--- config.mk ---
export PLATFORM = sky130hd
export DESIGN_NAME = pipe_reg_bank
export DESIGN_NICKNAME = d
export VERILOG_FILES = /design/src/rtl/y86_pkg.sv /design/src/rtl/pipe_field_reg.sv /design/src/rtl/pipe_reg_bank.sv
export SDC_FILE = /design/constraint.sdc
export NUM_CORES = 1
export LEC_CHECK = 0
export CAP_MARGIN = 5
export CORE_AREA = 2 2 557 559
export DETAILED_ROUTE_END_ITERATION = 16
export DIE_AREA = 0 0 559 561
export PLACE_DENSITY = 0.36
export SLEW_MARGIN = 20
export SYNTH_ARGS = -nofsm -noshare
export SYNTH_HDL_FRONTEND = slang
export SYNTH_SLANG_ARGS = --single-unit
--- constraint.sdc ---
create_clock -name clk -period 2.1 [get_ports clk]
set_input_delay 0.525 -clock clk [delete_from_list [all_inputs] [get_ports clk]]
set_output_delay 0.525 -clock clk [all_outputs]
set_load 0.02 [all_outputs]
--- src/rtl/y86_pkg.sv ---
// Shared Y86-64 constants: one-hot status codes, instruction codes, the
// "no register" ID and the default datapath width.
package y86_pkg;

    localparam int W_DATA_DEFAULT = 64;

    localparam logic [3:0] STAT_AOK = 4'b0001;
    localparam logic [3:0] STAT_HLT = 4'b0010;
    localparam logic [3:0] STAT_ADR = 4'b0100;
    localparam logic [3:0] STAT_INS = 4'b1000;

    localparam logic [3:0] IHALT   = 4'h0;
    localparam logic [3:0] INOP    = 4'h1;
    localparam logic [3:0] IRRMOVQ = 4'h2;
    localparam logic [3:0] IIRMOVQ = 4'h3;
    localparam logic [3:0] IRMMOVQ = 4'h4;
    localparam logic [3:0] IMRMOVQ = 4'h5;
    localparam logic [3:0] IOPQ    = 4'h6;
    localparam logic [3:0] IJXX    = 4'h7;
    localparam logic [3:0] ICALL   = 4'h8;
    localparam logic [3:0] IRET    = 4'h9;
    localparam logic [3:0] IPUSHQ  = 4'hA;
    localparam logic [3:0] IPOPQ   = 4'hB;

    localparam logic [3:0] RNONE = 4'hF;

endpackage

--- src/rtl/pipe_field_reg.sv ---
// Generic pipeline register slice: reset beats stall, stall beats bubble,
// bubble beats load.
module pipe_field_reg #(
    parameter int             W          = 1,
    parameter logic [W-1:0]   BUBBLE_VAL = '0,
    parameter logic [W-1:0]   RESET_VAL  = BUBBLE_VAL
) (
    input  logic         clk,
    input  logic         rst_n,
    input  logic         stall,
    input  logic         bubble,
    input  logic [W-1:0] d,
    output logic [W-1:0] q
);

    always_ff @(posedge clk) begin
        if (!rst_n) begin
            q <= RESET_VAL;
        end else if (!stall) begin
            if (bubble) begin
                q <= BUBBLE_VAL;
            end else begin
                q <= d;
            end
        end
    end

endmodule

--- src/rtl/pipe_reg_bank.sv ---
// All inter-stage registers of the Y86-64 pipeline (F, D, E, M, W), each
// built from one packed pipe_field_reg so a stage moves atomically.
module pipe_reg_bank
    import y86_pkg::*;
#(
    parameter int                W_DATA   = W_DATA_DEFAULT,
    parameter logic [W_DATA-1:0] RESET_PC = '0
) (
    input  logic              clk,
    input  logic              rst_n,
    input  logic              F_stall,
    input  logic              D_stall,
    input  logic              W_stall,
    input  logic              D_bubble,
    input  logic              E_bubble,
    input  logic              M_bubble,
    input  logic [W_DATA-1:0] f_predPC,
    input  logic [3:0]        f_stat,
    input  logic [3:0]        f_icode,
    input  logic [3:0]        f_ifun,
    input  logic [3:0]        f_rA,
    input  logic [3:0]        f_rB,
    input  logic [W_DATA-1:0] f_valC,
    input  logic [W_DATA-1:0] f_valP,
    input  logic [3:0]        d_stat,
    input  logic [3:0]        d_icode,
    input  logic [3:0]        d_ifun,
    input  logic [3:0]        d_dstE,
    input  logic [3:0]        d_dstM,
    input  logic [3:0]        d_srcA,
    input  logic [3:0]        d_srcB,
    input  logic [W_DATA-1:0] d_valC,
    input  logic [W_DATA-1:0] d_valA,
    input  logic [W_DATA-1:0] d_valB,
    input  logic [3:0]        e_stat,
    input  logic [3:0]        e_icode,
    input  logic [3:0]        e_dstE,
    input  logic [3:0]        e_dstM,
    input  logic              e_Cnd,
    input  logic [W_DATA-1:0] e_valE,
    input  logic [W_DATA-1:0] e_valA,
    input  logic [3:0]        m_stat,
    input  logic [3:0]        m_icode,
    input  logic [3:0]        m_dstE,
    input  logic [3:0]        m_dstM,
    input  logic [W_DATA-1:0] m_valE,
    input  logic [W_DATA-1:0] m_valM,
    output logic [W_DATA-1:0] F_predPC,
    output logic [3:0]        D_stat,
    output logic [3:0]        D_icode,
    output logic [3:0]        D_ifun,
    output logic [3:0]        D_rA,
    output logic [3:0]        D_rB,
    output logic [W_DATA-1:0] D_valC,
    output logic [W_DATA-1:0] D_valP,
    output logic [3:0]        E_stat,
    output logic [3:0]        E_icode,
    output logic [3:0]        E_ifun,
    output logic [3:0]        E_dstE,
    output logic [3:0]        E_dstM,
    output logic [3:0]        E_srcA,
    output logic [3:0]        E_srcB,
    output logic [W_DATA-1:0] E_valC,
    output logic [W_DATA-1:0] E_valA,
    output logic [W_DATA-1:0] E_valB,
    output logic [3:0]        M_stat,
    output logic [3:0]        M_icode,
    output logic [3:0]        M_dstE,
    output logic [3:0]        M_dstM,
    output logic              M_Cnd,
    output logic [W_DATA-1:0] M_valE,
    output logic [W_DATA-1:0] M_valA,
    output logic [3:0]        W_stat,
    output logic [3:0]        W_icode,
    output logic [3:0]        W_dstE,
    output logic [3:0]        W_dstM,
    output logic [W_DATA-1:0] W_valE,
    output logic [W_DATA-1:0] W_valM
);

    localparam int D_W = 20 + 2 * W_DATA;
    localparam int E_W = 28 + 3 * W_DATA;
    localparam int M_W = 17 + 2 * W_DATA;
    localparam int W_W = 16 + 2 * W_DATA;

    // Nop images: AOK status, INOP, ifun 0, every register ID RNONE, data 0.
    localparam logic [D_W-1:0] D_NOP =
        {STAT_AOK, INOP, 4'h0, RNONE, RNONE, {(2 * W_DATA){1'b0}}};
    localparam logic [E_W-1:0] E_NOP =
        {STAT_AOK, INOP, 4'h0, RNONE, RNONE, RNONE, RNONE, {(3 * W_DATA){1'b0}}};
    localparam logic [M_W-1:0] M_NOP =
        {STAT_AOK, INOP, RNONE, RNONE, 1'b0, {(2 * W_DATA){1'b0}}};
    localparam logic [W_W-1:0] W_NOP =
        {STAT_AOK, INOP, RNONE, RNONE, {(2 * W_DATA){1'b0}}};

    logic [D_W-1:0] d_next, d_q;
    logic [E_W-1:0] e_next, e_q;
    logic [M_W-1:0] m_next, m_q;
    logic [W_W-1:0] w_next, w_q;

    assign d_next = {f_stat, f_icode, f_ifun, f_rA, f_rB, f_valC, f_valP};
    assign e_next = {d_stat, d_icode, d_ifun, d_dstE, d_dstM, d_srcA, d_srcB,
                     d_valC, d_valA, d_valB};
    assign m_next = {e_stat, e_icode, e_dstE, e_dstM, e_Cnd, e_valE, e_valA};
    assign w_next = {m_stat, m_icode, m_dstE, m_dstM, m_valE, m_valM};

    pipe_field_reg #(.W(W_DATA), .BUBBLE_VAL('0), .RESET_VAL(RESET_PC)) u_f_reg (
        .clk(clk), .rst_n(rst_n), .stall(F_stall), .bubble(1'b0),
        .d(f_predPC), .q(F_predPC)
    );

    pipe_field_reg #(.W(D_W), .BUBBLE_VAL(D_NOP)) u_d_reg (
        .clk(clk), .rst_n(rst_n), .stall(D_stall), .bubble(D_bubble),
        .d(d_next), .q(d_q)
    );

    pipe_field_reg #(.W(E_W), .BUBBLE_VAL(E_NOP)) u_e_reg (
        .clk(clk), .rst_n(rst_n), .stall(1'b0), .bubble(E_bubble),
        .d(e_next), .q(e_q)
    );

    pipe_field_reg #(.W(M_W), .BUBBLE_VAL(M_NOP)) u_m_reg (
        .clk(clk), .rst_n(rst_n), .stall(1'b0), .bubble(M_bubble),
        .d(m_next), .q(m_q)
    );

    pipe_field_reg #(.W(W_W), .BUBBLE_VAL(W_NOP)) u_w_reg (
        .clk(clk), .rst_n(rst_n), .stall(W_stall), .bubble(1'b0),
        .d(w_next), .q(w_q)
    );

    assign {D_stat, D_icode, D_ifun, D_rA, D_rB, D_valC, D_valP} = d_q;
    assign {E_stat, E_icode, E_ifun, E_dstE, E_dstM, E_srcA, E_srcB,
            E_valC, E_valA, E_valB} = e_q;
    assign {M_stat, M_icode, M_dstE, M_dstM, M_Cnd, M_valE, M_valA} = m_q;
    assign {W_stat, W_icode, W_dstE, W_dstM, W_valE, W_valM} = w_q;

endmodule

==> reports/qor.csv, run 1 <==
stage,metric,value,unit
outcome,status,completed,
clock_network,holdBufCountCts,0,
global_route,grt_usage,0.123,
critical_path,path_cells,clkdlybuf4s18_2,
power_and_ir_drop,power_frac_seq,0.395,
floorplanning,ioPinCount,1450,
floorplanning,die-area,314000,um^2
route,vias,21500,
placed_design,portBuffers,1449,
power_and_ir_drop,clock_power_share,0.466,
critical_path,reg2reg_slack,1.36,ns
clock_network,cts_made_buffers,101,
critical_path,slowest_stage,clkdlybuf4s18_2,
timing,slew_headroom,0.656,
critical_path,r2r-end,u_w_reg.q[35],
critical_path,critPathKind,reg -> out,
global_route,grt_first_pass_wirelength,252000,um
route,viasPerCell,2.77,
global_route,grt_overflow,0,
critical_path,start_kind,register,
power_and_ir_drop,ir_drop,540,uV
power_and_ir_drop,power.leakage,17.9,nW
cells_and_area,final_cell_mix,"724 x clkdlybuf4s50_1, 664 x dfxtp_1, 337 x and2_1",
power_and_ir_drop,power.internal,27.0,mW
clock_network,cts_setup_buffers,0,
yosys,syn-cell-area,23400,um^2
cells_and_area,syn2layout_area_growth,94.6,%
yosys,yosysUniqueCellTypes,20,
global_route,grt_pass1_vias,21700,
floorplanning,die_w,559,um
clock_network,clock_path_buffers,4,
clock_network,h-tree-depth,3,
yosys,seq_area_frac_synth,0.617,
critical_path,reg2reg_from,u_w_reg.q[35],
placed_design,dpl_cell_area,42600,um^2
critical_path,path_max_fanout,1,
yosys,synth_fp_nets,2830,
critical_path,crit_arrival,1.48,ns
clock_network,cts_resized,1763,
critical_path,ff2ff_path_depth,2,
timing,tightest_slew,0.516,ns
clock_network,cts_root_buf,clkbuf_16,
route,route.detailed.wl_per_inst,25.9,um
placed_design,dpl.hpwl,172000,um
route,drtIter0Drc,1049,
hold_path,hold-path-endpoint,u_w_reg.q[140],
placed_design,gp_congestion,0.928,
floorplanning,rows,204,
cells_and_area,drive_gt1_frac,0.219,
power_and_ir_drop,sw_frac_of_total,0.274,
critical_path,cp-end-kind,primary output,
power_and_ir_drop,power.net_switching,10.2,mW
global_route,antenna_found_initial,151,
yosys,synth_area_leader_cell,dfxtp_1,
floorplanning,die_h,561,um
hold_path,holdPathStages,3,
cells_and_area,nFillCells,34800,
yosys,ys_warn_count,0,
hold_path,hold_path_class,in -> reg,
cells_and_area,final_nets,4272,
clock_network,clk_latency,0.80,ns
timing,skew,0,ns
critical_path,crit_required,1.57,ns
route,antenna_left,0,
cells_and_area,final_common_cell,clkdlybuf4s50_1,
yosys,synthTopCellsByArea,"dfxtp_1 62%, and2_1 9.0%, mux2i_1 8.9%",
power_and_ir_drop,combPwrFrac,0.139,
yosys,synth_top_area_share,0.617,
cells_and_area,stdcell_area,45500,um^2
yosys,syn_avg_cell_area,11.1,um^2
timing,rsz0062_at_grt,false,
clock_network,cts.sinks,721,
floorplanning,core,308000,um^2
job,maxCapViolations,0,
critical_path,max_stage_delay,0.35,ns
timing,setup_viol,0,
timing,drv_slew,0,
critical_path,critical_path_buf_inv_count,1,
yosys,synth_cells,2101,
route,totalWireLength,201000,um
clock_network,clkTransAtPathRegs,0.06,ns
hold_path,hold_start,W_stall,
critical_path,cp_top_family,buffers and inverters,
clock_network,cts_tree,built,
route,drt-pass1-iter-count,5,
yosys,ys_ff_latch,721,
timing,period_share,0.954,
timing,fmax,499,MHz
timing,fin_crit,2.00,ns
timing,finalHoldViolations,0,
route,drc,0,
power_and_ir_drop,powerDensity,817,nW/um^2
timing,tns,0,ns
floorplanning,initial_core_util,0.0761,
global_route,grt_max_degree,105,
power by group through the flow:
stage / Clock (mW) / Combinational, mW / Sequential, mW
after floorplan: 0 / 1.14 / 15.6
after global placement: 0 / 5.60 / 15.0
after detailed placement: 0 / 5.58 / 15.0
after CTS: 18.2 / 5.30 / 14.7
after global routing: 18.5 / 5.47 / 14.8
final: 17.3 / 5.17 / 14.7
cell usage after synthesis:
master	count
nand2_1	148
and2_1	337
or2_4	1
and2b_1	1
o21ai_1	20
nor3_1	10
buf_2	23
nand2b_1	28
o21ai_2	100
buf_6	25
dfxtp_1	721
o21ai_0	28
nor2b_4	1
mux2i_1	208
buf_1	12
nor2b_1	208
nand3_1	138
clkbuf_1	59
clkbuf_2	20
buf_4	13
sequential cells by signal (all words and copies together), names as in the netlist:
register	cells
u_w_reg.q	144
u_d_reg.q	148
u_m_reg.q	145
u_e_reg.q	220
u_f_reg.q	64
cell families after synthesis:
group / count (synthesis) / share of synthesized area
AO/OA/AOI/OAI: 148 / 0.0477
multiplexers: 208 / 0.0890
AND/OR/NAND/NOR: 872 / 0.210
flip-flops: 721 / 0.617
buffers and inverters: 152 / 0.0368
layout make-up:
class | instances | area, um^2 | area share
sequential | 721 | 14600 | 0.320
timing repair buffer | 1491 | 14400 | 0.316
multi-input combinational | 1228 | 8110 | 0.178
tap | 4120 | 5150 | 0.113
clock buffer | 137 | 2840 | 0.0625
clock inverter | 42 | 427 | 0.00937
antenna | 26 | 65.1 | 0.00143
layer usage:
layer / GRT usage / wire, um / share of wire
met1: 0.134 / 76400 / 0.38
met2: 0.210 / 96500 / 0.48
met3: 0.0630 / 22700 / 0.11
met4: 0.0298 / 4890 / 0.024
met5: 0 / 617 / 0.0031
through the flow:
step           hold WS [ns]  cells   util  worst slack (ns)  total power [mW]
3_3_place_gp          0.458   7560  0.139            0.0661              20.6
5_1_grt               0.157   7748  0.148          0.000317              38.7
6_report              0.202   7765  0.148            0.0960              37.2
4_1_cts              0.0971   7739  0.148        0.00000167              38.2
2_1_floorplan         0.549   2101      -             0.667              16.8
3_5_place_dp          0.464   7560  0.139            0.0534              20.6
worst max-delay path by stage:
stage / start / end / slack, ns / depth (start not counted)
floorplan: W_stall / u_w_reg.q[128] / 0.67 / 5
global placement: D_bubble / u_d_reg.q[147] / 0.07 / 4
detailed placement: D_bubble / u_d_reg.q[118] / 0.05 / 4
CTS: u_e_reg.q[92] / E_valA[28] / 0.000002 / 1
global route: u_e_reg.q[39] / E_valB[39] / 0.0003 / 1
finish: u_m_reg.q[53] / M_valA[53] / 0.1 / 1
Power figures use the tool's default switching activity.
==> run 2, diff against run 1 <==
CORE_AREA = 2 2 561 563   (was 2 2 557 559)
DIE_AREA = 0 0 563 565   (was 0 0 559 561)
GPL_TIMING_DRIVEN = 1   (was unset)
clock period = 1.8 ns   (was 2.1 ns; I/O delays follow)
==> run 2 against run 1 <==
Hold slack got worse by 0.064 ns. Wire length grew 3.8%. Sequential share of layout area decreased by 0.22 points. Critical endpoint is now E_valC[28]. Largest cell class is now buffers. Largest power group unchanged.
==> reports/qor.csv, run 2 (synthesis results as in run 1) <==
stage,metric,value,unit
floorplanning,rows,205,
route,drtIter0Drc,868,
timing,fmax,557,MHz
global_route,grt_overflow,0,
route,viasPerCell,2.77,
job,maxCapViolations,0,
clock_network,cts_tree,built,
timing,skew,0,ns
route,vias,21700,
clock_network,cts.sinks,721,
global_route,antenna_found_initial,190,
cells_and_area,stdcell_count,7835,
route,antenna_left,0,
critical_path,crit_arrival,1.35,ns
critical_path,crit_required,1.35,ns
clock_network,h-tree-depth,3,
timing,drv_slew,0,
cells_and_area,syn2layout_area_growth,108,%
timing,tightest_slew,0.496,ns
route,route.detailed.wl_per_inst,26.6,um
global_route,grt_first_pass_wirelength,256000,um
power_and_ir_drop,power.leakage,19.0,nW
cells_and_area,final_common_cell,clkdlybuf4s50_1,
critical_path,path_cells,buf_6,
clock_network,clock_path_buffers,4,
critical_path,max_stage_delay,0.41,ns
power_and_ir_drop,powerDensity,897,nW/um^2
floorplanning,core,311000,um^2
floorplanning,die-area,318000,um^2
cells_and_area,final_nets,4312,
timing,rsz0062_at_grt,true,
critical_path,cp_top_family,flip-flops,
hold_path,hold_path_class,in -> reg,
critical_path,start_kind,register,
floorplanning,ioPinCount,1450,
critical_path,critPathKind,reg -> out,
global_route,grt_pass1_vias,22300,
placed_design,dp_cells,7611,
timing,period_share,0.998,
cells_and_area,largest-register,u_e_reg.q,
timing,slew_headroom,0.669,
route,totalWireLength,209000,um
clock_network,clk_latency,0.80,ns
floorplanning,initial_core_util,0.0752,
placed_design,gp_congestion,0.893,
power_and_ir_drop,ir_drop,683,uV
global_route,grt_usage,0.126,
timing,finalHoldViolations,0,
critical_path,critical_path_buf_inv_count,1,
route,drt-pass1-iter-count,5,
timing,setup_viol,0,
critical_path,slowest_stage,dfxtp_4,
cells_and_area,reg.largest.list,"u_e_reg.q: 220 flops, u_d_reg.q: 148 flops, u_m_reg.q: 145 flops",
critical_path,cp-end-kind,primary output,
clock_network,cts_made_buffers,99,
clock_network,clkTransAtPathRegs,0.06,ns
placed_design,dpl.hpwl,182000,um
placed_design,portBuffers,1449,
outcome,status,completed,
cells_and_area,stdcell_area,48600,um^2
cells_and_area,largest_reg_flops,220,
global_route,grt_max_degree,92,
clock_network,cts_root_buf,clkbuf_16,
floorplanning,die_h,565,um
placed_design,dpl_cell_area,43100,um^2
route,drc,0,
cells_and_area,drive_gt1_frac,0.462,
cells_and_area,final_cell_mix,"724 x clkdlybuf4s50_1, 548 x buf_6, 536 x dfxtp_2",
floorplanning,die_w,563,um
critical_path,path_max_fanout,1,
timing,fin_crit,1.80,ns
==> run 2: cell types whose count changed in the layout (fill, tap and decap cells not counted), moves of 60 or more <==
cell / change
dfxtp_1: -567
buf_6: +547
dfxtp_2: +497
clkdlybuf4s15_2: -221
dlygate4sd2_1: -183
clkdlybuf4s15_1: -110
buf_2: -104
dfxtp_4: +70
buf_8: +60
==> run 2: power breakdown <==
part / switching (mW) / internal [mW]
Clock: 8.20 / 11.5
Combinational: 3.05 / 3.55
Sequential: 0.588 / 16.8
Total: 11.8 / 31.8
==> run 2: path summary, 6_finish.rpt <==
check | from | end | slack (ns) | depth (start not counted)
min reg2reg | u_d_reg.q[137] | u_d_reg.q[137] | 0.48 | 2
min | D_stall | u_d_reg.q[112] | 0.14 | 4
max reg2reg | u_d_reg.q[128] | u_d_reg.q[128] | 1.02 | 3
max | u_e_reg.q[156] | E_valC[28] | 0.004 | 1
==> run 2: what timing repair did <==
action | 4_1_cts | 5_1_grt
setup buffers | 12 | 3
endpoints found under the setup margin | 713 | 259
gates resized for setup | 4454 | 12
hold endpoints to repair | 6 | 0
hold buffers | 2 | 0
==> run 2: final cells by class <==
cell class | count | area, um^2
Antenna cell | 43 | 108
Sequential cell | 721 | 15400
Multi-Input combinational cell | 1228 | 8110
Timing Repair Buffer | 1533 | 16600
Clock inverter | 33 | 347
Clock buffer | 137 | 2820
Tap cell | 4140 | 5180
Fill cell | 35000 | 263000
==> run 2: tightest hold or removal path: stages <==
cell and delay, ns:
buf_6 0.09, or2_4 0.15, buf_12 0.15, o21ai_2 0.07
==> run 2: metal layers <==
layer | track usage | vias up | wire length, um
li1 | - | 9847 | -
met2 | 0.220 | 1321 | 102000
met1 | 0.123 | 10100 | 70100
met5 | 0 | - | 612
met3 | 0.0771 | 360 | 28900
met4 | 0.0377 | 96 | 6880
==> run 2: metrics by stage <==
stage	util	hold WS, ns	setup TNS [ns]	setup slack, ns	total power, mW
3_3_place_gp	0.139	0.457	-2.36	-0.113	24.0
4_1_cts	0.156	0.0236	-21.12	-0.134	44.7
6_report	0.156	0.138	0	0.00397	43.6
5_1_grt	0.156	0.0913	-6.65	-0.0803	45.5
2_1_floorplan	-	0.549	0	0.442	19.6
3_5_place_dp	0.139	0.466	-1.99	-0.0746	24.0
